`config.mk`:
```
export PLATFORM = sky130hd
export DESIGN_NAME = anim_sequencer_flat
export DESIGN_NICKNAME = d
export VERILOG_FILES = /design/src/rtl/anim_sequencer_pkg.sv /design/src/rtl/anim_sequencer_if.sv /design/src/rtl/anim_sequencer_window.sv /design/src/rtl/anim_sequencer.sv /design/src/flat_wrapper.sv
export SDC_FILE = /design/constraint.sdc
export NUM_CORES = 1
export LEC_CHECK = 0
export BUFFER_PORTS_ARGS = -buffer_cell sky130_fd_sc_hd__buf_2
export CORE_ASPECT_RATIO = 1.75
export CORE_MARGIN = 3
export CORE_UTILIZATION = 35
export DETAILED_ROUTE_END_ITERATION = 6
export SETUP_SLACK_MARGIN = 0.4
export SLEW_MARGIN = 20
export SYNTH_ARGS = -nofsm -noshare
export SYNTH_HDL_FRONTEND = slang
export SYNTH_HIERARCHICAL = 1
export SYNTH_SLANG_ARGS = --single-unit
```
`constraint.sdc`:
```
create_clock -name vga_clk -period 3.2 [get_ports vga_clk]
set_clock_uncertainty 0.05 [all_clocks]
set_input_delay 0.64 -clock vga_clk [delete_from_list [all_inputs] [get_ports vga_clk]]
set_output_delay 0.64 -clock vga_clk [all_outputs]
set_load 0.02 [all_outputs]
```
`src/rtl/anim_sequencer_pkg.sv`:
```
// Shared constants, state encoding and helpers for the animation frame sequencer.
// The picture window is centred on the 640x480 active area.
package anim_pkg;

    localparam int H_VALID   = 640;
    localparam int V_VALID   = 480;
    localparam int PIC_W     = 500;
    localparam int PIC_H     = 312;
    localparam int PIC_SIZE  = PIC_W * PIC_H;
    localparam int FRAME_CNT = 4;
    localparam int ADDR_W    = 20;
    localparam int IDX_W     = $clog2(FRAME_CNT);

    localparam int X0 = (H_VALID - PIC_W) / 2;
    localparam int Y0 = (V_VALID - PIC_H) / 2;

    // The window opens one column early so ROM data lines up with pixel X0.
    localparam logic [9:0] WIN_X_LO = 10'(X0 - 1);
    localparam logic [9:0] WIN_X_HI = 10'(X0 - 1 + PIC_W);
    localparam logic [9:0] WIN_Y_LO = 10'(Y0);
    localparam logic [9:0] WIN_Y_HI = 10'(Y0 + PIC_H);
    localparam logic [9:0] LAST_X   = 10'(H_VALID - 1);
    localparam logic [9:0] LAST_Y   = 10'(V_VALID - 1);

    localparam logic [ADDR_W-1:0] PIC_SIZE_A = ADDR_W'(PIC_SIZE);
    localparam logic [ADDR_W-1:0] PIC_LAST_A = ADDR_W'(PIC_SIZE - 1);
    localparam logic [ADDR_W-1:0] LAST_BASE  = ADDR_W'((FRAME_CNT - 1) * PIC_SIZE);

    typedef enum logic [1:0] {
        PAUSE,
        PLAY,
        STEP_PEND
    } state_e;

    function automatic logic [3:0] hold_limit(input logic [3:0] sel);
        return (sel == 4'd0) ? 4'd1 : sel;
    endfunction

endpackage

```
`src/rtl/anim_sequencer_if.sv`:
```
// Pixel-counter, control and ROM-side signals of the frame sequencer.
// The slave modport is the sequencer; the master modport drives it.
interface anim_sequencer_if;
    import anim_pkg::*;

    logic [9:0]        pix_x;
    logic [9:0]        pix_y;
    logic              play;
    logic              step;
    logic              dir;
    logic [3:0]        hold_sel;
    logic              rom_en;
    logic [ADDR_W-1:0] rom_addr;
    logic              pic_valid;
    logic [IDX_W-1:0]  frame_idx;
    logic              frame_start;

    modport slave (
        input  pix_x, pix_y, play, step, dir, hold_sel,
        output rom_en, rom_addr, pic_valid, frame_idx, frame_start
    );

    modport master (
        output pix_x, pix_y, play, step, dir, hold_sel,
        input  rom_en, rom_addr, pic_valid, frame_idx, frame_start
    );

endinterface

```
`src/rtl/anim_sequencer_window.sv`:
```
// Picture window decode, ROM-latency-aligned valid flag and frame tick detection.
// The tick fires once per entry into the last pixel, even if the counters stall there.
module anim_window
    import anim_pkg::*;
(
    input  logic       vga_clk,
    input  logic       rst,
    input  logic [9:0] pix_x_i,
    input  logic [9:0] pix_y_i,
    output logic       rom_en_o,
    output logic       pic_valid_o,
    output logic       tick_o,
    output logic       frame_start_o
);

    logic cond;
    logic cond_q;
    logic pic_valid_q;
    logic frame_start_q;

    assign rom_en_o = (pix_x_i >= WIN_X_LO) && (pix_x_i < WIN_X_HI) &&
                      (pix_y_i >= WIN_Y_LO) && (pix_y_i < WIN_Y_HI);
    assign cond     = (pix_x_i == LAST_X) && (pix_y_i == LAST_Y);
    assign tick_o   = cond && !cond_q;

    always_ff @(posedge vga_clk or negedge rst) begin
        if (!rst) begin
            cond_q        <= 1'b0;
            pic_valid_q   <= 1'b0;
            frame_start_q <= 1'b0;
        end else begin
            cond_q        <= cond;
            pic_valid_q   <= rom_en_o;
            frame_start_q <= tick_o;
        end
    end

    assign pic_valid_o   = pic_valid_q;
    assign frame_start_o = frame_start_q;

endmodule

```
`src/rtl/anim_sequencer.sv`:
```
// Frame sequencer top: play/pause/step FSM, hold counter, frame base and ROM address.
// Frame index, base and address only ever change together on a frame tick.
module anim_sequencer
    import anim_pkg::*;
(
    input  logic             vga_clk,
    input  logic             rst,
    anim_sequencer_if.slave  bus_if
);

    state_e            state_q, state_d;
    logic [3:0]        hold_q, hold_d;
    logic [IDX_W-1:0]  idx_q, idx_d;
    logic [ADDR_W-1:0] base_q, base_d;
    logic [ADDR_W-1:0] addr_q, addr_d;
    logic              rom_en;
    logic              pic_valid;
    logic              frame_start;
    logic              tick;
    logic              advance;

    anim_window u_window (
        .vga_clk       (vga_clk),
        .rst           (rst),
        .pix_x_i       (bus_if.pix_x),
        .pix_y_i       (bus_if.pix_y),
        .rom_en_o      (rom_en),
        .pic_valid_o   (pic_valid),
        .tick_o        (tick),
        .frame_start_o (frame_start)
    );

    always_comb begin
        state_d = state_q;
        hold_d  = hold_q;
        advance = 1'b0;
        case (state_q)
            PAUSE: begin
                if (bus_if.play) begin
                    state_d = PLAY;
                    hold_d  = 4'd0;
                end else if (bus_if.step) begin
                    state_d = STEP_PEND;
                end
            end
            PLAY: begin
                if (!bus_if.play) begin
                    state_d = PAUSE;
                end else if (tick) begin
                    // >= also recovers if hold_sel is lowered below the running count.
                    if (({1'b0, hold_q} + 5'd1) >= {1'b0, hold_limit(bus_if.hold_sel)}) begin
                        advance = 1'b1;
                        hold_d  = 4'd0;
                    end else begin
                        hold_d  = hold_q + 4'd1;
                    end
                end
            end
            STEP_PEND: begin
                if (bus_if.play) begin
                    state_d = PLAY;
                    hold_d  = 4'd0;
                end else if (tick) begin
                    advance = 1'b1;
                    state_d = PAUSE;
                end
            end
            default: state_d = PAUSE;
        endcase
    end

    always_comb begin
        idx_d  = idx_q;
        base_d = base_q;
        addr_d = addr_q;
        if (advance) begin
            if (!bus_if.dir) begin
                if (idx_q == IDX_W'(FRAME_CNT - 1)) begin
                    idx_d  = '0;
                    base_d = '0;
                end else begin
                    idx_d  = idx_q + IDX_W'(1);
                    base_d = base_q + PIC_SIZE_A;
                end
            end else begin
                if (idx_q == '0) begin
                    idx_d  = IDX_W'(FRAME_CNT - 1);
                    base_d = LAST_BASE;
                end else begin
                    idx_d  = idx_q - IDX_W'(1);
                    base_d = base_q - PIC_SIZE_A;
                end
            end
        end
        // The tick lies outside the window, so reload and increment never compete.
        if (tick) begin
            addr_d = base_d;
        end else if (rom_en && (addr_q != base_q + PIC_LAST_A)) begin
            addr_d = addr_q + ADDR_W'(1);
        end
    end

    always_ff @(posedge vga_clk or negedge rst) begin
        if (!rst) begin
            state_q <= PAUSE;
            hold_q  <= 4'd0;
            idx_q   <= '0;
            base_q  <= '0;
            addr_q  <= '0;
        end else begin
            state_q <= state_d;
            hold_q  <= hold_d;
            idx_q   <= idx_d;
            base_q  <= base_d;
            addr_q  <= addr_d;
        end
    end

    assign bus_if.rom_en      = rom_en;
    assign bus_if.rom_addr    = addr_q;
    assign bus_if.pic_valid   = pic_valid;
    assign bus_if.frame_idx   = idx_q;
    assign bus_if.frame_start = frame_start;

endmodule

```
`src/flat_wrapper.sv`:
```
// flat-port wrapper written by rule: the top's interface ports become plain ports
module anim_sequencer_flat import anim_pkg::*;
  (vga_clk, rst, bus_if_pix_x, bus_if_pix_y, bus_if_play, bus_if_step, bus_if_dir, bus_if_hold_sel, bus_if_rom_en, bus_if_rom_addr, bus_if_pic_valid, bus_if_frame_idx, bus_if_frame_start);
  anim_sequencer_if bus_if_i ();
  input  logic vga_clk;
  input  logic rst;
  input wire logic [$bits(bus_if_i.pix_x)-1:0] bus_if_pix_x;
  input wire logic [$bits(bus_if_i.pix_y)-1:0] bus_if_pix_y;
  input wire logic [$bits(bus_if_i.play)-1:0] bus_if_play;
  input wire logic [$bits(bus_if_i.step)-1:0] bus_if_step;
  input wire logic [$bits(bus_if_i.dir)-1:0] bus_if_dir;
  input wire logic [$bits(bus_if_i.hold_sel)-1:0] bus_if_hold_sel;
  output wire logic [$bits(bus_if_i.rom_en)-1:0] bus_if_rom_en;
  output wire logic [$bits(bus_if_i.rom_addr)-1:0] bus_if_rom_addr;
  output wire logic [$bits(bus_if_i.pic_valid)-1:0] bus_if_pic_valid;
  output wire logic [$bits(bus_if_i.frame_idx)-1:0] bus_if_frame_idx;
  output wire logic [$bits(bus_if_i.frame_start)-1:0] bus_if_frame_start;
  assign bus_if_i.pix_x = bus_if_pix_x;
  assign bus_if_i.pix_y = bus_if_pix_y;
  assign bus_if_i.play = bus_if_play;
  assign bus_if_i.step = bus_if_step;
  assign bus_if_i.dir = bus_if_dir;
  assign bus_if_i.hold_sel = bus_if_hold_sel;
  assign bus_if_rom_en = bus_if_i.rom_en;
  assign bus_if_rom_addr = bus_if_i.rom_addr;
  assign bus_if_pic_valid = bus_if_i.pic_valid;
  assign bus_if_frame_idx = bus_if_i.frame_idx;
  assign bus_if_frame_start = bus_if_i.frame_start;
  anim_sequencer u_core (.vga_clk(vga_clk), .rst(rst), .bus_if(bus_if_i));
endmodule
```
==> Word level (Yosys, flattened, before mapping) <==
Index checks and enable logic that the tools add are counted.
{ "word_totals": {"ff_bits": 51, "input_bits": 29, "word_cells": 75} }
{ "classes": {"addsub": 8, "n_lt_le_gt_ge": 5, "eq_ne": 12, "muxes": 27, "n_reduce_logical": 15} }
{ "op_table": {"columns": ["operator", "count"], "rows": [
  ["20-bit 2-to-1 mux", 6],
  ["20-bit by 18-bit adder with 20-bit output, second input constant", 2],
  ["20-bit by 1-bit adder with 20-bit output, second input constant", 1],
  ["10-bit by 7-bit greater-or-equal comparator with 1-bit output, second input constant", 2],
  ["4-bit 2-to-1 mux", 5],
  ["20-bit != test", 1],
  ["20-bit by 18-bit subtractor with 20-bit output, second input constant", 1],
  ["2-bit 2-to-1 mux", 8],
  ["10-bit equality test, second input constant", 1],
  ["10-bit by 9-bit equality test with 1-bit output, second input constant", 1],
  ["10-bit less-than comparator, second input constant", 1],
  ["10-bit by 9-bit less-than comparator with 1-bit output, second input constant", 1],
  ["4-bit case mux with 2 select lines", 1],
  ["1-bit logical AND", 6],
  ["2-bit != test, second input constant", 3],
  ["3-bit != test, second input constant", 2],
  ["2-bit case mux with 3 select lines", 1],
  ["4-bit by 1-bit adder with 5-bit output, second input constant", 1],
  ["5-bit by 4-bit greater-or-equal comparator with 1-bit output", 1],
  ["1-bit 2-to-1 mux", 5],
  ["4-bit by 1-bit adder with 4-bit output, second input constant", 1],
  ["2-bit equality test, second input constant", 2],
  ["2-bit logical NOT", 2],
  ["4-bit logical NOT", 1],
  ["other kinds (10)", 11]
]} }

==> Longest topological paths before layout <==
{ "depth": {"depth_word": 9, "ltp_mapped": 13} }

==> Cells and area by module <==
The synthesis kept the hierarchy.
{ "by_module_without_submodules": {"columns": ["mod", "instances", "cells_each", "area_each_um2", "seq_area_each_um2"], "rows": [
  ["anim_sequencer", 1, 544, 4234.1, 1201.2],
  ["anim_window", 1, 28, 241.5, 75.1]
]} }

==> Least setup slack after synthesis <==
Ideal clock, no wire load.
{ "synth_timing": {"kind": "input -> register", "from": "in bus_if_pix_y[3]", "to": "reg u_core.addr_q[8], in the netlist u_core/bus_if.rom_addr[8]", "setup_time_ns": 0.126, "arrival_ns": 3.327, "slack_ns": -0.303, "cell_stages": 9, "path_buffers": 1, "path_cell_list": "a2111o_1 -> a21oi_1 -> o31ai_1 -> a211oi_1 -> nand3_1 -> or2_2 -> clkbuf_1 -> o311a_1 -> a221o_1"} }
{ "synth_via": {"word_cells_on_any_way": 16, "cone_classes": "order compare (2); eq/ne (1); mux (7); reduce/logical (6)"} }
{ "synth_rtl": {"columns": ["element", "line_no", "text"], "rows": [
  ["from (decl)", "flat_wrapper.sv:8", "input wire logic [$bits(bus_if_i.pix_y)-1:0] bus_if_pix_y;"],
  ["10-bit by 7-bit greater-or-equal comparator with 1-bit output", "anim_sequencer_window.sv:22", "(pix_y_i >= WIN_Y_LO) && (pix_y_i < WIN_Y_HI);"],
  ["1-bit logical AND", "anim_sequencer_window.sv:21", "assign rom_en_o = (pix_x_i >= WIN_X_LO) && (pix_x_i < WIN_X_HI) &&"],
  ["1-bit logical AND (*)", "anim_sequencer_window.sv:22", null],
  ["net bus_if_rom_en", "flat_wrapper.sv:13", "output wire logic [$bits(bus_if_i.rom_en)-1:0] bus_if_rom_en;"],
  ["1-bit logical AND (*)", "anim_sequencer.sv:98", "end else if (rom_en && (addr_q != base_q + PIC_LAST_A)) begin"],
  ["2-bit nonzero test (no line) (*)", null, null],
  ["to (signal assigned)", "anim_sequencer.sv:115", "addr_q <= addr_d;"],
  ["to (decl)", "anim_sequencer.sv:15", "logic [ADDR_W-1:0] addr_q, addr_d;"]
]} }
Mark *: on every way through the listed nets, which the timed path passes. The rest lies on a longest branch.
A chain may end at the register's enable or synchronous reset.

==> Final worst setup path <==
{ "layout_timing": {"from": "reg u_core.base_q[1]", "to": "reg u_core.addr_q[8], in the netlist u_core/bus_if.rom_addr[8]"} }
{ "layout_via": {"elab_chain_cells": 5, "word_cells_on_any_way": 11, "cone_classes": "add/sub (3); eq/ne (1); mux (5); reduce/logical (2)"} }
{ "layout_lines": {"columns": ["element", "line_no", "text"], "rows": [
  ["from (decl)", "anim_sequencer.sv:14", "logic [ADDR_W-1:0] base_q, base_d;"],
  ["from (signal assigned)", "anim_sequencer.sv:114", "base_q <= base_d;"],
  ["parallel branches: the longest is 5 deep, another holds 20-bit by 18-bit adder with 20-bit output", null, null]
]} }
Several ways; the timed one is not identified.

==> results.cfg <==
[synth]
syn_inst = 572
synthesis.area_um2 = 4480
synth_edf_count = 0
ys_types = 73
synth-main-ff-cell = dfrtp_1
yosysSeqAreaShare_pct = 28.5
ys_top_cells_by_area = dfrtp_1 29%, o21ai_0 5.4%, nor2_1 4.4%
synthArstFlopShare_pct = 100
synth_nets = 616
synth_top_area_share_pct = 28.5
synth.largest_area_cell = dfrtp_1
ys_ff_latch = 51
syn_avg_cell_area_um2 = 7.82
ys.warnings.count = 6

[place]
gp_congestion = 0.993
dpl.hpwl_um = 12700
port_buffers = 53

[power]
powerDensity_nw_per_um2 = 322
ir_drop_uv = 329
p_leak_nw = 2.62
total_power_mw = 1.86

[sta]
hold_violations = 0
fin_tns_setup_ns = 0
setup_viol = 0
tightest_slew_ns = 0.682
period_minus_slack_ns = 3.06
fmax_mhz = 326
fin_crit_sh_pct = 95.7
rsz0062_at_grt = yes
drv_slew = 0
slew_headroom_pct = 54.4

[global_route]
grt_pass1_vias = 4912
grt_antenna_before_repair = 0
grt_pass1_wl_um = 26000
grt_overflow_total = 0
grt_max_degree = 30
grt_util_all_layers_pct = 23.2

[worst_hold_path]
hp-class = in2async

[drt]
totalWireLength_um = 16700
drt_iter0_markers = 577
viasPerCell = 5.96
route.detailed.drc = 0
num_vias = 4962
firstDrtPassIters = 6
postRouteAntennaNets = 0
routedWlPerCell_um = 20.1

[worst_setup_path]
crit_arrival_ns = 3.20
reg2reg_from = u_core/base_q[1]$_DFF_PN0_
cp-end-kind = flip-flop
startpoint = u_core/base_q[1]$_DFF_PN0_
path_class = reg2reg
worstRegToRegCells = 11
cp-endpoint = u_core/bus_if.rom_addr[8]$_DFFE_PN0P_
cp_max_fo = 7
timing.rr.end = u_core/bus_if.rom_addr[8]$_DFFE_PN0P_
rrSetupSlack_ns = 0.14
worstPathRequired_ns = 3.33
crit_path_start_kind = flip-flop

[clock_tree]
cts_buffer_depth = 2
cts_buffers = 5
cts.clk_slew.worst_paths_ns = 0.07
cts_root_buf = clkbuf_16
clock_sinks = 51
insertion_delay_ns = 0.30
cts_max_level = 2
cts_tree = done

[floorplan]
core_area_um2 = 12500
initial_core_util_pct = 35.8
die_w_um = 91.5
row_count = 54
die_area_um2 = 14200
io_pins = 54
fp.dieH_um = 156

[layout]
nFillCells = 1235
nNetsFinal = 708
final_common_cell = buf_4
areaGrowthSynthToFinish_pct = 29.2
drive_gt1_share_pct = 26.6
antenna_cells = 0
layout_common_cells = 56 x buf_4, 54 x buf_2, 51 x dfrtp_1, 49 x nor2_1, 39 x o21ai_0

[status]
outcome = finished, final reports clean

[run]
max_cap_viol_count = 0
[synth_stat cells (8+ instances only)]
library cell,number
nor2_1,52
nand2_1,33
and3_1,15
a31oi_1,20
or3_1,8
a21oi_1,29
ha_1,15
inv_1,33
nand4_1,13
o22ai_1,8
clkbuf_1,32
nor3_1,16
dfrtp_1,51
xnor2_1,13
o21ai_0,48
a22oi_1,9
xor2_1,15
nand3_1,25
[worst max-delay path: stages, from the launching register on]
cell     delay, ns
dfrtp_1       0.39
inv_2         0.08
ha_4          0.13
or4b_4        0.49
or2_4         0.26
buf_6         0.12
a41o_1        0.27
a21oi_1       0.27
and4_4        0.37
buf_12        0.16
nor3_2        0.05
a221o_1       0.29
[what timing repair did]
item | in CTS | in global routing
cloned | 3 | 1
setup endpoints to repair | 21 | 28
hold buffers | 0 | 0
gates resized for setup | 33 | 22
buffers inserted | 5 | 6
pin swaps | 24 | 18
[layer usage]
layer	wire, µm	global-route usage (%)	vias to the layer above
li1	-	-	2314
met1	5860	24.0	2352
met2	9030	43.0	228
met3	696	2.41	68
met4	1120	16.1	0
met5	0	0	-
[sequential cells by signal (all words and copies together), names as in the netlist]
signal                         flops
u_core/base_q                     20
u_core/bus_if.frame_idx            2
u_core/bus_if.rom_addr            20
u_core/hold_q                      4
u_core/state_q                     2
u_core/u_window/cond_q             1
u_core/u_window/frame_start_o      1
u_core/u_window/pic_valid_o        1
[metrics by stage]
step | util [%] | hold slack (ns) | cell area, µm² | cells | setup WS [ns]
finish | 46.3 | 0.183 | 5780 | 833 | 0.137
CTS | 45.2 | 0.187 | 5650 | 826 | 0.170
floorplan | - | 0.294 | 4530 | 572 | 0.270
detailed placement | 41.9 | 0.459 | 5230 | 810 | -0.0697
global route | 46.3 | 0.203 | 5780 | 833 | 0.0828
global placement | 41.9 | 0.446 | 5230 | 810 | -0.0276
[how the worst min path moves through the flow]
stage                                                   endpoint  cells past startpoint
after global routing                 u_core/base_q[18]$_DFF_PN0_                      1
after detailed placement            u_core/hold_q[3]$_DFFE_PN0P_                      2
after floorplan                       u_core/base_q[0]$_DFF_PN0_                      0
after global placement              u_core/hold_q[1]$_DFFE_PN0P_                      2
after CTS                 u_core/bus_if.frame_idx[1]$_DFFE_PN0N_                      1
final                                u_core/base_q[18]$_DFF_PN0_                      1
[final cells by class]
class	instances	area (µm²)	area share, %
Multi-Input combinational cell	449	3110	53.8
Sequential cell	51	1280	22.1
Timing Repair Buffer	123	916	15.8
Tap cell	168	210	3.63
Inverter	34	128	2.21
Clock buffer	5	125	2.16
Clock inverter	3	18.8	0.325
[logic make-up (layout without fill, tap and decap cells)]
| kind of cell | count (synthesis) | after routing | share of synthesized area, % |
|---|---|---|---|
| fa+ha+maj | 15 | 15 | 4.19 |
| flops | 51 | 51 | 28.5 |
| mux | 6 | 6 | 1.34 |
| compound gates | 190 | 190 | 28.8 |
| simple gates | 210 | 210 | 24.9 |
| buf+inv | 72 | 165 | 6.82 |
| xor+xnor | 28 | 28 | 5.48 |
[power by group]
group          total, mW  internal, mW  switching, mW  leakage, nW
sequential         0.773         0.694         0.0788        0.635
clock              0.548         0.291          0.257       0.0740
combinational      0.539         0.233          0.306         1.91
total               1.86          1.22          0.642         2.62
Power figures use the tool's default switching activity.
